File: src/rtl/piso_shift_serializer.sv
// rtl/piso_shift_serializer.sv - parallel-in serial-out shifter with a valid/ready serial port
// Define PARITY_BIT_EN to append a trailing even-parity bit to every frame.
`timescale 1ns/1ps

module piso_shift_serializer #(
   parameter int WIDTH     = 4,
   parameter bit MSB_FIRST = 1'b0
) (
   input  logic             clk,
   input  logic             rst,
   input  logic [WIDTH-1:0] par_in,
   input  logic             par_valid,
   output logic             par_ready,
   output logic             ser_out,
   output logic             ser_valid,
   output logic             ser_last,
   input  logic             ser_ready,
   output logic             busy
);

   localparam int            CW       = $clog2(WIDTH + 1);
   localparam logic [CW-1:0] LAST_IDX = CW'(WIDTH - 1);

`ifdef PARITY_BIT_EN
   typedef enum logic [1:0] {S_IDLE, S_SHIFT, S_PARITY} state_e;
   logic parity_q, parity_d;
`else
   typedef enum logic {S_IDLE, S_SHIFT} state_e;
`endif

   state_e           state_q, state_d;
   logic [WIDTH-1:0] shreg_q, shreg_d;
   logic [CW-1:0]    cnt_q, cnt_d;
   logic             last_data;
   logic             data_bit;

   assign last_data = (cnt_q == LAST_IDX);
   assign data_bit  = MSB_FIRST ? shreg_q[WIDTH-1] : shreg_q[0];

   always_ff @(posedge clk or posedge rst) begin
      if (rst) begin
         state_q  <= S_IDLE;
         shreg_q  <= '0;
         cnt_q    <= '0;
`ifdef PARITY_BIT_EN
         parity_q <= 1'b0;
`endif
      end else begin
         state_q  <= state_d;
         shreg_q  <= shreg_d;
         cnt_q    <= cnt_d;
`ifdef PARITY_BIT_EN
         parity_q <= parity_d;
`endif
      end
   end

   // The counter only advances on an accepted bit, so a stalled consumer never loses or repeats data.
   always_comb begin
      state_d  = state_q;
      shreg_d  = shreg_q;
      cnt_d    = cnt_q;
`ifdef PARITY_BIT_EN
      parity_d = parity_q;
`endif
      case (state_q)
         S_IDLE: begin
            if (par_valid) begin
               shreg_d  = par_in;
               cnt_d    = '0;
               state_d  = S_SHIFT;
`ifdef PARITY_BIT_EN
               parity_d = ^par_in;
`endif
            end
         end
         S_SHIFT: begin
            if (ser_ready) begin
               shreg_d = MSB_FIRST ? {shreg_q[WIDTH-2:0], 1'b0} : {1'b0, shreg_q[WIDTH-1:1]};
               cnt_d   = cnt_q + CW'(1);
               if (last_data) begin
`ifdef PARITY_BIT_EN
                  state_d = S_PARITY;
`else
                  state_d = S_IDLE;
`endif
               end
            end
         end
`ifdef PARITY_BIT_EN
         S_PARITY: begin
            if (ser_ready) state_d = S_IDLE;
         end
`endif
         default: state_d = S_IDLE;
      endcase
   end

   assign par_ready = (state_q == S_IDLE);
   assign busy      = (state_q != S_IDLE);
   assign ser_valid = (state_q != S_IDLE);

   always_comb begin
      ser_out  = 1'b0;
      ser_last = 1'b0;
      case (state_q)
         S_SHIFT: begin
            ser_out = data_bit;
`ifndef PARITY_BIT_EN
            ser_last = last_data;
`endif
         end
`ifdef PARITY_BIT_EN
         S_PARITY: begin
            ser_out  = parity_q;
            ser_last = 1'b1;
         end
`endif
         default: begin
            ser_out  = 1'b0;
            ser_last = 1'b0;
         end
      endcase
   end

endmodule
File: config.mk
export PLATFORM = sky130hd
export DESIGN_NAME = piso_shift_serializer
export DESIGN_NICKNAME = d
export VERILOG_FILES = /design/src/rtl/piso_shift_serializer.sv
export SDC_FILE = /design/constraint.sdc
export NUM_CORES = 1
export LEC_CHECK = 0
export BUFFER_PORTS_ARGS = -buffer_cell sky130_fd_sc_hd__buf_2
export CORE_AREA = 8 8 45 47
export DETAILED_ROUTE_END_ITERATION = 10
export DIE_AREA = 0 0 53 55
export GPL_TIMING_DRIVEN = 0
export PLACE_DENSITY = 0.51
export SKIP_LAST_GASP = 1
export SLEW_MARGIN = 25
export SYNTH_ARGS = -nofsm -noshare
export SYNTH_HDL_FRONTEND = slang
export SYNTH_SLANG_ARGS = --single-unit
File: constraint.sdc
create_clock -name clk -period 1.3 [get_ports clk]
set_input_delay 0.26 -clock clk [delete_from_list [all_inputs] [get_ports clk]]
set_output_delay 0.26 -clock clk [all_outputs]
set_load 0.005 [all_outputs]
==> run summary <==
Fillers: 133
Max-cap violations: 0
Worst skew pair latency: 0.25 ns
Setup Slack @ Placement: -0.0193 ns
Clock slew at reported path FFs: 0.06 ns
Global-route wire length before repair: 1630 microns
# DRC: 0
Outcome: finished, violations left
Hpwl dp: 642 microns
Actual slew at the worst max-slew pin: 0.358 ns
Period utilisation layout: 1.15
Seq/Total Area, Yosys: 0.466
Clock Power Share: 0.155
Fin crit period: 1.49 ns
Worst setup SP type: flop
Switching Fraction: 0.316
Sequential group share of total power: 0.338
Avg Cell Area, Syn: 11.3 sq um
I/O Buffers: 10
# diodes: 0
Setup TNS after final layout: -0.191 ns
Mapped Nets: 48
Slew Viols, Final: 0
Netlist Area Pre-Place: 429 sq um
P per Cell Area: 1980 nW/um^2
DR iter-0 viols: 1
Clk root buf: clkbuf_4
Nets@finish: 71
I/O pins: 13
DR vias/cell: 4.69
CTS tree: done
Number of CTS-inserted buffers: 3
Die height: 55 microns
RSZ-0062 raised after global routing: yes
Num rows: 14
Combinational group share of total power: 0.507
Initial Util: 0.310
Critical path class: flop to output pin
Total leakage power: 0.334 nW
Vias: 352
Total global routing overflow: 0
Die area: 2920 sq um
Post-route ant nets: 0
HP Class: input pin to flop
Layout cells sized above 1: 0.458
GPL Wtd Cong: 0.610
Int Pwr: 0.848 mW
Crit end category: output pin
Critical Path RT: 1.04 ns
Via count of the first global-routing pass: 350
Switch Pwr: 0.391 mW
Tot GR Track Use: 0.0791
Failing checks: setup timing
Slew margin rel.: 0.754
Synth Warn #: 0
Final setup viols: 1
Final hold vios: 0
Core area: 1380 sq um
Clock sinks: 8
Largest net degree at the start of global routing: 9
CTS H-tree depth: 1
Wire length per cell: 12.9 microns
Critical Path AT: 1.23 ns
Fmax: 671 MHz
CTS Buffer Depth: 2
Unique masters post-synth: 20
Cells after Synth: 38
Area Overhead vs Synth: 45.5%
Router iterations before antenna repair: 2
Yosys reg bits: 8
Final worst slack: -0.191 ns
Width of the die: 53 microns
Clock skew: 0.00112 ns
Peak VDD IR: 695 uV
Final wirelength: 967 microns
Worst-path maximum fanout: 2
Initial antenna violation count: 0
[power by group through the flow]
stage | sequential, mW | clock (mW) | combinational (mW)
floorplan | 0.416 | 0 | 0.288
global placement | 0.433 | 0 | 0.394
detailed placement | 0.433 | 0 | 0.395
CTS | 0.416 | 0.200 | 0.591
global route | 0.430 | 0.207 | 0.686
finish | 0.419 | 0.192 | 0.628
[path summary, 6_finish.rpt]
kind	startpoint	endpoint	slack, ns	cells past startpoint
worst min register to register	cnt_q[2]	cnt_q[2]	0.49	1
min in group asynchronous	rst	shreg_q[2]	0.50	3
worst max-delay path	cnt_q[0]	ser_last	-0.19	4
worst max register to register	busy	shreg_q[0]	0.12	3
max in group asynchronous	rst	cnt_q[1]	0.56	3
worst min-delay path	par_in[3]	shreg_q[3]	0.23	2
[kinds of logic (layout without fill, tap and decap cells)]
| logic type | after synthesis | in the layout | synth area share |
|---|---|---|---|
| simple gates | 7 | 7 | 0.0904 |
| compound gates | 6 | 6 | 0.117 |
| buf+inv | 7 | 28 | 0.0845 |
| xor+xnor | 1 | 1 | 0.0204 |
| mux | 7 | 7 | 0.163 |
| flops | 8 | 8 | 0.466 |
| fa+ha+maj | 2 | 2 | 0.0583 |
[synthesized netlist by cell type, drive strengths merged]
library cell,count,area share
dfrtp,8,0.47
mux2i,7,0.16
buf,3,0.047
inv,3,0.026
and2,2,0.029
ha,2,0.058
a221o,1,0.023
a22o,1,0.020
a31oi,1,0.015
a32o,1,0.023
and3,1,0.015
clkbuf,1,0.012
nand2,1,0.0087
nand2b,1,0.015
nor2,1,0.0087
nor2b,1,0.015
o22ai,1,0.015
o2bb2ai,1,0.020
xnor2,1,0.020
[layout make-up]
cell class,count,area [sq um],share of cell area
multi-input cells,23,210,0.337
repair buffers,18,129,0.206
clock buffers,3,22.5,0.0361
flip-flops and latches,8,200,0.321
well taps,16,20.0,0.0321
plain buffers,4,31.3,0.0501
inverters,3,11.3,0.0180
[what timing repair did]
item / 4_1_cts / 5_1_grt
buffers inserted: 6 / 1
endpoints found under the setup margin: 3 / 3
resized for setup: 7 / 2
pin swaps: 2 / 2
endpoints found under the hold margin: 8 / 0
hold buffers: 1 / 0
[routing by layer]
metal  track usage  share of wire
met1        0.0926           0.46
met2         0.104           0.45
met3        0.0428          0.089
met4        0.0647              0
met5             0              0
[worst max-delay path, stage by stage, from the launching register on]
cell     delay (ns)
dfrtp_1        0.39
ha_2           0.20
ha_4           0.16
and2_4         0.13
buf_6          0.10
[cell usage in the layout (no fill, tap or decap), types with 3 or more instances in the layout]
cell	netlist	layout
buf_6	0	4
mux2i_1	7	7
clkbuf_4	0	3
inv_1	3	3
buf_4	2	8
buf_2	1	8
dfrtp_1	8	8
[metrics by stage]
step | hold WS (ns) | utilization | cell area, sq um | std cells | total power [mW]
after floorplan | 0.0757 | - | 429 | 38 | 0.704
after global placement | 0.233 | 0.361 | 499 | 64 | 0.827
after detailed placement | 0.228 | 0.361 | 499 | 64 | 0.828
after CTS | 0.233 | 0.439 | 607 | 74 | 1.21
after global routing | 0.232 | 0.451 | 624 | 75 | 1.32
final | 0.235 | 0.451 | 624 | 75 | 1.24
[flip-flops by register name, summed over array words and instances (netlist names)]
register,cells
busy,1
shreg_q,4
cnt_q,3
No activity file was read; power rests on OpenSTA's default activity.
